<file path="config.mk">
export PLATFORM = sky130hd
export DESIGN_NAME = hilo_div
export DESIGN_NICKNAME = d
export VERILOG_FILES = /design/src/rtl/mdu_pkg.sv /design/src/rtl/twos_neg.sv /design/src/rtl/hilo_div.sv
export SDC_FILE = /design/constraint.sdc
export NUM_CORES = 1
export LEC_CHECK = 0
export ABC_AREA = 0
export CELL_PAD_IN_SITES_DETAIL_PLACEMENT = 2
export CELL_PAD_IN_SITES_GLOBAL_PLACEMENT = 2
export CORE_ASPECT_RATIO = 1.2
export CORE_MARGIN = 1
export CORE_UTILIZATION = 34
export DETAILED_ROUTE_END_ITERATION = 12
export GPL_TIMING_DRIVEN = 0
export PLACE_DENSITY = 0.85
export SLEW_MARGIN = 25
export SYNTH_ARGS = -nofsm -noshare
export SYNTH_HDL_FRONTEND = slang
export SYNTH_SLANG_ARGS = --single-unit
</file>
<file path="constraint.sdc">
create_clock -name clk -period 4.5 [get_ports clk]
set_clock_uncertainty 0.2 [all_clocks]
set_input_delay 1.35 -clock clk [delete_from_list [all_inputs] [get_ports clk]]
set_output_delay 1.35 -clock clk [all_outputs]
set_load 0.02 [all_outputs]
</file>
<file path="src/rtl/mdu_pkg.sv">
// Shared definitions for the multiply/divide unit: FSM encoding and sizing.
package mdu_pkg;

  // Default operand/result width of the MDU datapath.
  localparam int MDU_WIDTH = 32;

  // Sequencer states shared by the divider and the multiplier/HI-LO unit.
  typedef enum logic [1:0] {
    ST_IDLE = 2'd0,
    ST_RUN  = 2'd1,
    ST_FIX  = 2'd2,
    ST_DONE = 2'd3
  } mdu_state_e;

  // Step counter width: enough to count 0..w-1 with one spare bit.
  function automatic int mdu_cnt_width(input int w);
    return $clog2(w) + 1;
  endfunction

endpackage

</file>
<file path="src/rtl/twos_neg.sv">
// Conditional two's-complement negate; used for operand magnitudes and
// for applying the result signs.
module twos_neg #(
  parameter int WIDTH = 32
) (
  input  logic [WIDTH-1:0] i_val,
  input  logic             i_neg,
  output logic [WIDTH-1:0] o_val
);

  // Pass through, or return the two's-complement negation.
  assign o_val = i_neg ? (-i_val) : i_val;

endmodule

</file>
<file path="src/rtl/hilo_div.sv">
// MIPS div/divu unit: radix-2 restoring divider, one quotient bit per cycle,
// results delivered into the HI (remainder) and LO (quotient) registers.
module hilo_div
  import mdu_pkg::*;
#(
  parameter int WIDTH = MDU_WIDTH
) (
  input  logic             clk,
  input  logic             reset,
  input  logic             start,
  input  logic             is_signed,
  input  logic [WIDTH-1:0] a,
  input  logic [WIDTH-1:0] b,
  output logic             busy,
  output logic             done,
  output logic [WIDTH-1:0] hi,
  output logic [WIDTH-1:0] lo,
  output logic             div_by_zero
);

  localparam int CNT_W = mdu_cnt_width(WIDTH);

  mdu_state_e       r_state;
  logic [WIDTH-1:0] r_a;          // captured dividend, needed for hi on /0
  logic [WIDTH-1:0] r_bmag;       // divisor magnitude
  logic [WIDTH:0]   r_rem;        // partial remainder
  logic [WIDTH-1:0] r_quot;       // dividend magnitude shifting out, quotient shifting in
  logic [CNT_W-1:0] r_cnt;
  logic             r_neg_q;
  logic             r_neg_r;
  logic             r_dbz_pend;
  logic             r_busy;
  logic             r_done;
  logic [WIDTH-1:0] r_hi;
  logic [WIDTH-1:0] r_lo;
  logic             r_dbz;

  logic [WIDTH-1:0] w_a_mag;
  logic [WIDTH-1:0] w_b_mag;
  logic [WIDTH-1:0] w_quot_fix;
  logic [WIDTH-1:0] w_rem_fix;
  logic [WIDTH+1:0] w_rem_shift;
  logic [WIDTH+1:0] w_rem_diff;
  logic             w_qbit;
  logic [WIDTH:0]   w_rem_next;

  // Operand magnitudes taken straight from the inputs at the capture edge.
  twos_neg #(.WIDTH(WIDTH)) u_neg_a (
    .i_val(a), .i_neg(is_signed & a[WIDTH-1]), .o_val(w_a_mag)
  );
  twos_neg #(.WIDTH(WIDTH)) u_neg_b (
    .i_val(b), .i_neg(is_signed & b[WIDTH-1]), .o_val(w_b_mag)
  );

  // Result sign correction applied during FIX.
  twos_neg #(.WIDTH(WIDTH)) u_neg_q (
    .i_val(r_quot), .i_neg(r_neg_q), .o_val(w_quot_fix)
  );
  twos_neg #(.WIDTH(WIDTH)) u_neg_r (
    .i_val(r_rem[WIDTH-1:0]), .i_neg(r_neg_r), .o_val(w_rem_fix)
  );

  // One restoring step: shift in the next dividend bit, trial-subtract the
  // divisor, keep the difference only if it did not go negative.
  assign w_rem_shift = {r_rem, r_quot[WIDTH-1]};
  assign w_rem_diff  = w_rem_shift - {2'b00, r_bmag};
  assign w_qbit      = ~w_rem_diff[WIDTH+1];
  assign w_rem_next  = w_qbit ? w_rem_diff[WIDTH:0] : w_rem_shift[WIDTH:0];

  // Sequencer and datapath registers; HI/LO are only ever written in DONE.
  always_ff @(posedge clk) begin
    if (reset) begin
      r_state    <= ST_IDLE;
      r_a        <= '0;
      r_bmag     <= '0;
      r_rem      <= '0;
      r_quot     <= '0;
      r_cnt      <= '0;
      r_neg_q    <= 1'b0;
      r_neg_r    <= 1'b0;
      r_dbz_pend <= 1'b0;
      r_busy     <= 1'b0;
      r_done     <= 1'b0;
      r_hi       <= '0;
      r_lo       <= '0;
      r_dbz      <= 1'b0;
    end else begin
      r_done <= 1'b0;
      case (r_state)
        ST_IDLE: begin
          if (start) begin
            r_a        <= a;
            r_bmag     <= w_b_mag;
            r_quot     <= w_a_mag;
            r_rem      <= '0;
            r_cnt      <= '0;
            r_neg_q    <= is_signed & (a[WIDTH-1] ^ b[WIDTH-1]);
            r_neg_r    <= is_signed & a[WIDTH-1];
            r_dbz_pend <= (b == '0);
            r_busy     <= (b != '0);
            r_state    <= (b == '0) ? ST_DONE : ST_RUN;
          end
        end
        ST_RUN: begin
          r_rem  <= w_rem_next;
          r_quot <= {r_quot[WIDTH-2:0], w_qbit};
          r_cnt  <= r_cnt + CNT_W'(1);
          if (r_cnt == CNT_W'(WIDTH - 1)) begin
            r_state <= ST_FIX;
          end
        end
        ST_FIX: begin
          r_quot  <= w_quot_fix;
          r_rem   <= {1'b0, w_rem_fix};
          r_busy  <= 1'b0;
          r_state <= ST_DONE;
        end
        ST_DONE: begin
          r_done  <= 1'b1;
          r_dbz   <= r_dbz_pend;
          if (r_dbz_pend) begin
            r_hi <= r_a;
            r_lo <= '1;
          end else begin
            r_hi <= r_rem[WIDTH-1:0];
            r_lo <= r_quot;
          end
          r_state <= ST_IDLE;
        end
        default: r_state <= ST_IDLE;
      endcase
    end
  end

  assign busy        = r_busy;
  assign done        = r_done;
  assign hi          = r_hi;
  assign lo          = r_lo;
  assign div_by_zero = r_dbz;

endmodule
</file>
==> impl_metrics.py <==
metrics = {
    "die": {
        "die_height_um": 218.8,
        "die_w_um": 182.7,
        "initial_core_util": 0.3446,
        "placementRows": 79,
        "core_area_sq_mm": 0.03865,
        "dieArea_sq_mm": 0.03997,
        "pin_count": 135,
    },
    "clocking": {
        "clock_latency_ns": 0.56,
        "h-tree-depth": 1,
        "clock_path_buffers": 3,
        "post-cts-setup-buffers": 0,
        "cts_root_buf": "clkbuf_16",
        "clkTransAtPathRegs_ns": 0.06,
        "cts_buffers": 25,
        "clock_sinks": 207,
        "cts_tree": "yes",
    },
    "outcome": {
        "violations": "setup timing",
        "status": "finished with violations",
    },
    "timing": {
        "max_freq_mhz": 221.4,
        "hold_viol": 0,
        "min_period_ns": 4.517,
        "fin_crit_sh": 1.004,
        "setup_viol": 1,
        "finalHoldWorstSlack_ns": 0.2702,
        "finalSetupTns_ns": -0.01704,
        "worst_pin_slew_ns": 1.162,
        "relSlewSlack": 0.2227,
        "slew_violations": 0,
        "fin_ws_ns": -0.01704,
    },
    "finish": {
        "fin_area_sq_mm": 0.01611,
        "nNetsFinal": 1991,
        "final_util": 0.4167,
        "layout-drive-gt1-share": 0.04749,
        "fillers": 4413,
        "diodes": 0,
        "area_growth_pct": 20.92,
        "fin_cells": 2421,
    },
    "synthesis": {
        "synth_commonest_cells": "207 x dfxtp_1, 207 x nor2_1, 169 x nand2_1, 134 x a21oi_1, 119 x o21ai_0",
        "postSynthNetCount": 1831,
        "syn_inst": 1721,
        "ys_warn_count": 0,
        "syn_area_sq_mm": 0.01332,
        "synth_flop_cell": "dfxtp_1",
        "yosys_register_bits": 207,
        "synth_top_cell_area_share": 0.3111,
        "synth_edf_count": 0,
        "ys_types": 96,
        "ys_async_sr_fraction": 0,
        "syn_avg_cell_area_sq_um": 7.739,
        "netlist_top_cells_area": "dfxtp_1 31%, nor2_1 5.8%, a21oi_1 5.0%",
        "synth.largest_area_cell": "dfxtp_1",
        "synth_seq_area_share": 0.3111,
    },
    "critical_path": {
        "worstSetupPathType": "flip-flop to flip-flop",
        "cp-end-kind": "flip-flop",
        "crit_path_max_fanout": 10,
        "required_ns": 4.78,
        "critPathArrivalTime_ns": 4.79,
        "setup.worst_path.start_class": "flip-flop",
    },
    "routing": {
        "drtAntennaViolNets": 0,
        "wirelength_um": 59910,
        "viasPerCell": 5.905,
        "first_pass_iters": 5,
        "drc": 0,
        "wl_per_cell_um": 24.75,
        "vias": 14300,
        "dr.first_iter.drc_count": 754,
    },
    "placement": {
        "place_area_sq_mm": 0.01531,
        "preCtsSetupSlack_ns": -0.5416,
        "io_buffers": 133,
        "dp_hpwl_um": 47260,
        "place_inst": 2380,
        "gp_congestion": 0.9621,
    },
    "global_routing": {
        "global_route.usage.total": 0.2983,
        "grt_pass1_vias": 15570,
        "antenna_found_initial": 0,
        "grt_overflow": 0,
        "grt_max_degree": 13,
        "grt_pass1_wl_um": 91320,
    },
    "power": {
        "p_leak_nw": 5.753,
        "ir_worst_vdd_mv": 0.2454,
        "report.power.total_mw": 9.307,
        "pwr_density_cell_mw_per_mm2": 577.9,
    },
    "worst_hold_path": {
        "hold_path_class": "flip-flop to flip-flop",
    },
    "run": {
        "cap_violations": 0,
    },
}
==> power by group <==
part           switching, mW  total (mW)  internal (mW)
Combinational           3.12        4.72           1.61
Clock                  0.859        2.02           1.16
Sequential             0.353        2.57           2.21
==> kinds of logic (layout without fill, tap and decap cells) <==
logic type | Yosys count | after routing | synth area share
simple gates | 571 | 571 | 0.2071
mux | 54 | 54 | 0.04096
flops | 207 | 207 | 0.3111
fa+ha+maj | 42 | 42 | 0.04002
xor+xnor | 94 | 94 | 0.06181
compound gates | 568 | 568 | 0.2848
buf+inv | 185 | 359 | 0.05411
==> cells in the final DEF, fill, tap and decap left out, drive strengths merged, types with 12 or more instances in the layout <==
| cell | count |
|---|---|
| a211oi | 73 |
| a21o | 15 |
| a21oi | 137 |
| a221oi | 12 |
| a22oi | 17 |
| a31oi | 17 |
| and3 | 14 |
| buf | 28 |
| clkbuf | 124 |
| clkdlybuf4s50 | 132 |
| dfxtp | 207 |
| ha | 41 |
| inv | 66 |
| mux2i | 53 |
| nand2 | 170 |
| nand3 | 22 |
| nand4 | 16 |
| nor2 | 211 |
| nor3 | 45 |
| nor4 | 16 |
| o21ai | 126 |
| o22ai | 40 |
| o31ai | 15 |
| or3 | 20 |
| xnor2 | 58 |
| xor2 | 36 |
==> registers in the layout (all words and copies together), names as in the netlist <==
| signal | flops |
|---|---|
| r_rem | 33 |
| hi | 32 |
| lo | 32 |
| r_a | 32 |
| r_bmag | 32 |
| r_quot | 32 |
| r_cnt | 6 |
| r_state | 2 |
| busy | 1 |
| div_by_zero | 1 |
| done | 1 |
| r_dbz_pend | 1 |
| r_neg_q | 1 |
| r_neg_r | 1 |
==> layer usage <==
layer	track usage	vias up	share of wire
met5	0	-	0
met4	0.1936	0	0.070
met3	0.03501	186	0.038
met2	0.5543	390	0.51
met1	0.3175	7126	0.38
li1	-	6595	-
==> final cells by class <==
class	instances	area (sq um)	area share
Inverter	66	247.7	0.01538
Timing Repair Buffer	133	1334	0.08282
Clock inverter	8	93.84	0.005827
Clock buffer	33	675.6	0.04195
Sequential cell	207	4144	0.2573
Multi-Input combinational cell	1329	8479	0.5265
Buffer	119	473.0	0.02937
Tap cell	526	658.1	0.04086
==> timing repair <==
action	CTS	global route
resized for setup	0	4
setup endpoints to repair	0	6
hold buffers	0	0
==> critical path, stage by stage (launching register included) <==
cell	delay (ns)
dfxtp_1	0.33
inv_1	0.12
ha_1	0.17
clkbuf_1	0.49
inv_1	0.39
nor2_1	0.98
nand2_1	0.45
nor2_1	0.44
clkbuf_1	0.52
nand2_1	0.13
o221ai_1	0.20
==> final timing paths <==
path / from / end / depth (start not counted) / slack (ns)
hold reg to reg: r_a[25]$_SDFFE_PP0P_ / r_a[25]$_SDFFE_PP0P_ / 2 / 0.27
setup reg to reg: r_state[0]$_SDFFE_PP0P_ / r_rem[5]$_SDFFE_PP0P_ / 10 / -0.02
hold / removal: r_a[25]$_SDFFE_PP0P_ / r_a[25]$_SDFFE_PP0P_ / 2 / 0.27
setup / recovery: r_state[0]$_SDFFE_PP0P_ / r_rem[5]$_SDFFE_PP0P_ / 10 / -0.02
Note: power is estimated with default switching activity, not from simulation.
==> variant: new RTL, same settings <==
Re-encode `mdu_state_e` (4 states) as one-hot, 4 bits wide.
--- a/src/rtl/mdu_pkg.sv
+++ b/src/rtl/mdu_pkg.sv
@@ -5,11 +5,11 @@
   localparam int MDU_WIDTH = 32;
 
   // Sequencer states shared by the divider and the multiplier/HI-LO unit.
-  typedef enum logic [1:0] {
-    ST_IDLE = 2'd0,
-    ST_RUN  = 2'd1,
-    ST_FIX  = 2'd2,
-    ST_DONE = 2'd3
+  typedef enum logic [3:0] {
+    ST_IDLE = 4'b0001,
+    ST_RUN  = 4'b0010,
+    ST_FIX  = 4'b0100,
+    ST_DONE = 4'b1000
   } mdu_state_e;
 
   // Step counter width: enough to count 0..w-1 with one spare bit.
Check against the original RTL: same outputs for any inputs over 10 cycles, from zero or initial values and one cycle with reset high; not proved beyond that.
==> variant against the unedited design <==
Sequential share of layout area rose by 0.65 points. Sequential cell count increased by 2. Design area fell by 1.5%. Worst hold slack worse by 2.4 ps. Worst setup slack gained 80 ps. Count of clock-buffer cells in the layout rose by 7. Synthesized area fell by 2.6%. Non-clock buffer count rose by 11. Routed wire length grew 4.5%. Highest routed layer unchanged.
Power is not compared: it rests on default switching activity, and its combinational part moved more than twofold at a synthesized area within 25%.
==> variant: results (changes against the unedited design) <==
status finished clean; Fillers 4370 (-0.97%); syn nets 1839 (+0.44%); CTS Buffer Depth 3 (unchanged); worst-path fanout max 6 (-4); Pre-antenna DRT Iters 5 (unchanged); ant diodes 0 (unchanged); layout net count 2002 (+0.55%); Commonest cells post-synth nor2_1 (230), dfxtp_1 (209), nand2_1 (154), a21oi_1 (142), nor3_1 (125); count of input and output buffers 134 (+0.75%); max reg flops 33 (unchanged); Biggest register r_rem; CTS H-Tree Depth 1 (unchanged); vias per cell 6.042 (+2.3%); Routed Wire Length 62610 um (+4.5%); Arr. time, crit path 4630 ps (-160 ps); Post-Synth XOR/XNOR Area 6.483% (+0.30 points); GRT Total Usage 31.84% (+2.0 points); vias in the first global route 15899 (+2.1%); detailed placement HPWL 48140 um (+1.9%); Synth Area in Compound Gates 24.18% (-4.3 points); relative slew slack 27.03% (+4.8 points); Post-CTS Repair Setup Buffers 0 (unchanged); CTS Buf Count 26 (+4.0%); Unique masters post-synth 77 (-20%); Seq/Total Area, Yosys 32.26% (+1.1 points); DRT iter0 DRCs 1084 (+44%); Adder-Cell Fraction of Synth Area 3.724% (-0.28 points); Worst-path clk slew 60 ps (about the same); Synth async-reset ratio 0% (unchanged); Pleak 5.549 nW; routability cong. 0.9149 (-4.9%); largest net degree at the start of global routing 13 (unchanged); fraction of layout cells with a size suffix above 1 4.071% (-0.68 points); Hold WC Path Type reg2reg; Clock Latency Late Sink 550 ps; global-route wire length before repair 94900 um (+3.9%); synth top area cells dfxtp_1 (32%), nor2_1 (6.7%), a21oi_1 (5.5%); post-synthesis mux area share 3.126% (-0.97 points)
variant: changes by cell type in the layout (fill, tap and decap cells not counted), moves of 11 or more:
cell,unedited run,this run
nor3_1,41,125
o22ai_1,40,10
nand3_1,21,47
o21ai_0,119,93
nor2_1,207,230
clkbuf_1,97,115
mux2i_1,53,36
nand2_1,169,154
xor2_1,34,47
a211oi_1,71,83
a311oi_1,9,21
o211a_1,11,0
variant: cell type report:
cell class / instances / area [um^2] / share of cell area (%)
multi-input combinational: 1341 / 8099 / 51.06
sequential: 209 / 4184 / 26.38
timing repair buffer: 135 / 1349 / 8.504
clock buffer: 40 / 804.5 / 5.072
tap: 480 / 600.6 / 3.786
buffer: 128 / 493.0 / 3.108
inverter: 55 / 206.4 / 1.302
clock inverter: 8 / 125.1 / 0.7888
variant: final timing paths:
kind | cells after the start | slack (ps) | start | endpoint
setup / recovery | 10 | 60 | b[6] | busy
hold / removal | 2 | 270 | r_a[17] | r_a[17]
setup reg to reg | 12 | 210 | r_rem[12] | r_rem[20]
hold reg to reg | 2 | 270 | r_a[17] | r_a[17]
variant: metal layers:
layer | global-route usage (%) | part of all wire, % | up-vias | wire length (um)
li1 | - | - | 6574 | -
met1 | 33.07 | 37 | 7234 | 23370
met2 | 59.61 | 51 | 459 | 32030
met3 | 3.577 | 4.0 | 209 | 2514
met4 | 22.22 | 7.5 | 0 | 4700
met5 | 0 | 0 | - | 0
variant: report_power, final:
| part | total [W] | switching (W) | internal [W] |
|---|---|---|---|
| Sequential | 0.00202 | 0.0000871 | 0.00193 |
| Combinational | 0.00110 | 0.000727 | 0.000371 |
| Clock | 0.00228 | 0.000881 | 0.00140 |
variant: logic make-up after synthesis:
logic type / Yosys count
mux: 40
compound gates: 485
buf+inv: 183
simple gates: 682
flops: 209
fa+ha+maj: 38
xor+xnor: 96
variant: per-stage QoR:
stage | cells | setup WS [ps] | setup TNS (ps) | instance area (um^2) | total power [W]
final | 2396 | 62.83 | 0 | 15860 | 0.005398
after global routing | 2396 | 53.70 | 0 | 15860 | 0.005608
after CTS | 2396 | 19.01 | 0 | 15850 | 0.005411
after detailed placement | 2348 | -548.0 | -10300 | 14920 | 0.003131
after global placement | 2347 | -310.0 | -6030 | 14910 | 0.003076
after floorplan | 1733 | 787.4 | 0 | 12970 | 0.002695
variant: critical path, stage by stage:
cell and delay [ps]:
clkdlybuf4s50_1 510, nor4_2 490, or4b_1 550, nor3b_2 350, nand3_1 330, nor2_2 310, nand3b_1 260, or2_1 330
nand2_1 90, nor3_1 60
variant: repair_timing:
item | 4_1_cts | 5_1_grt
endpoints found under the setup margin | 0 | 3
endpoints found under the hold margin | 0 | 0
resized for setup | 0 | 1
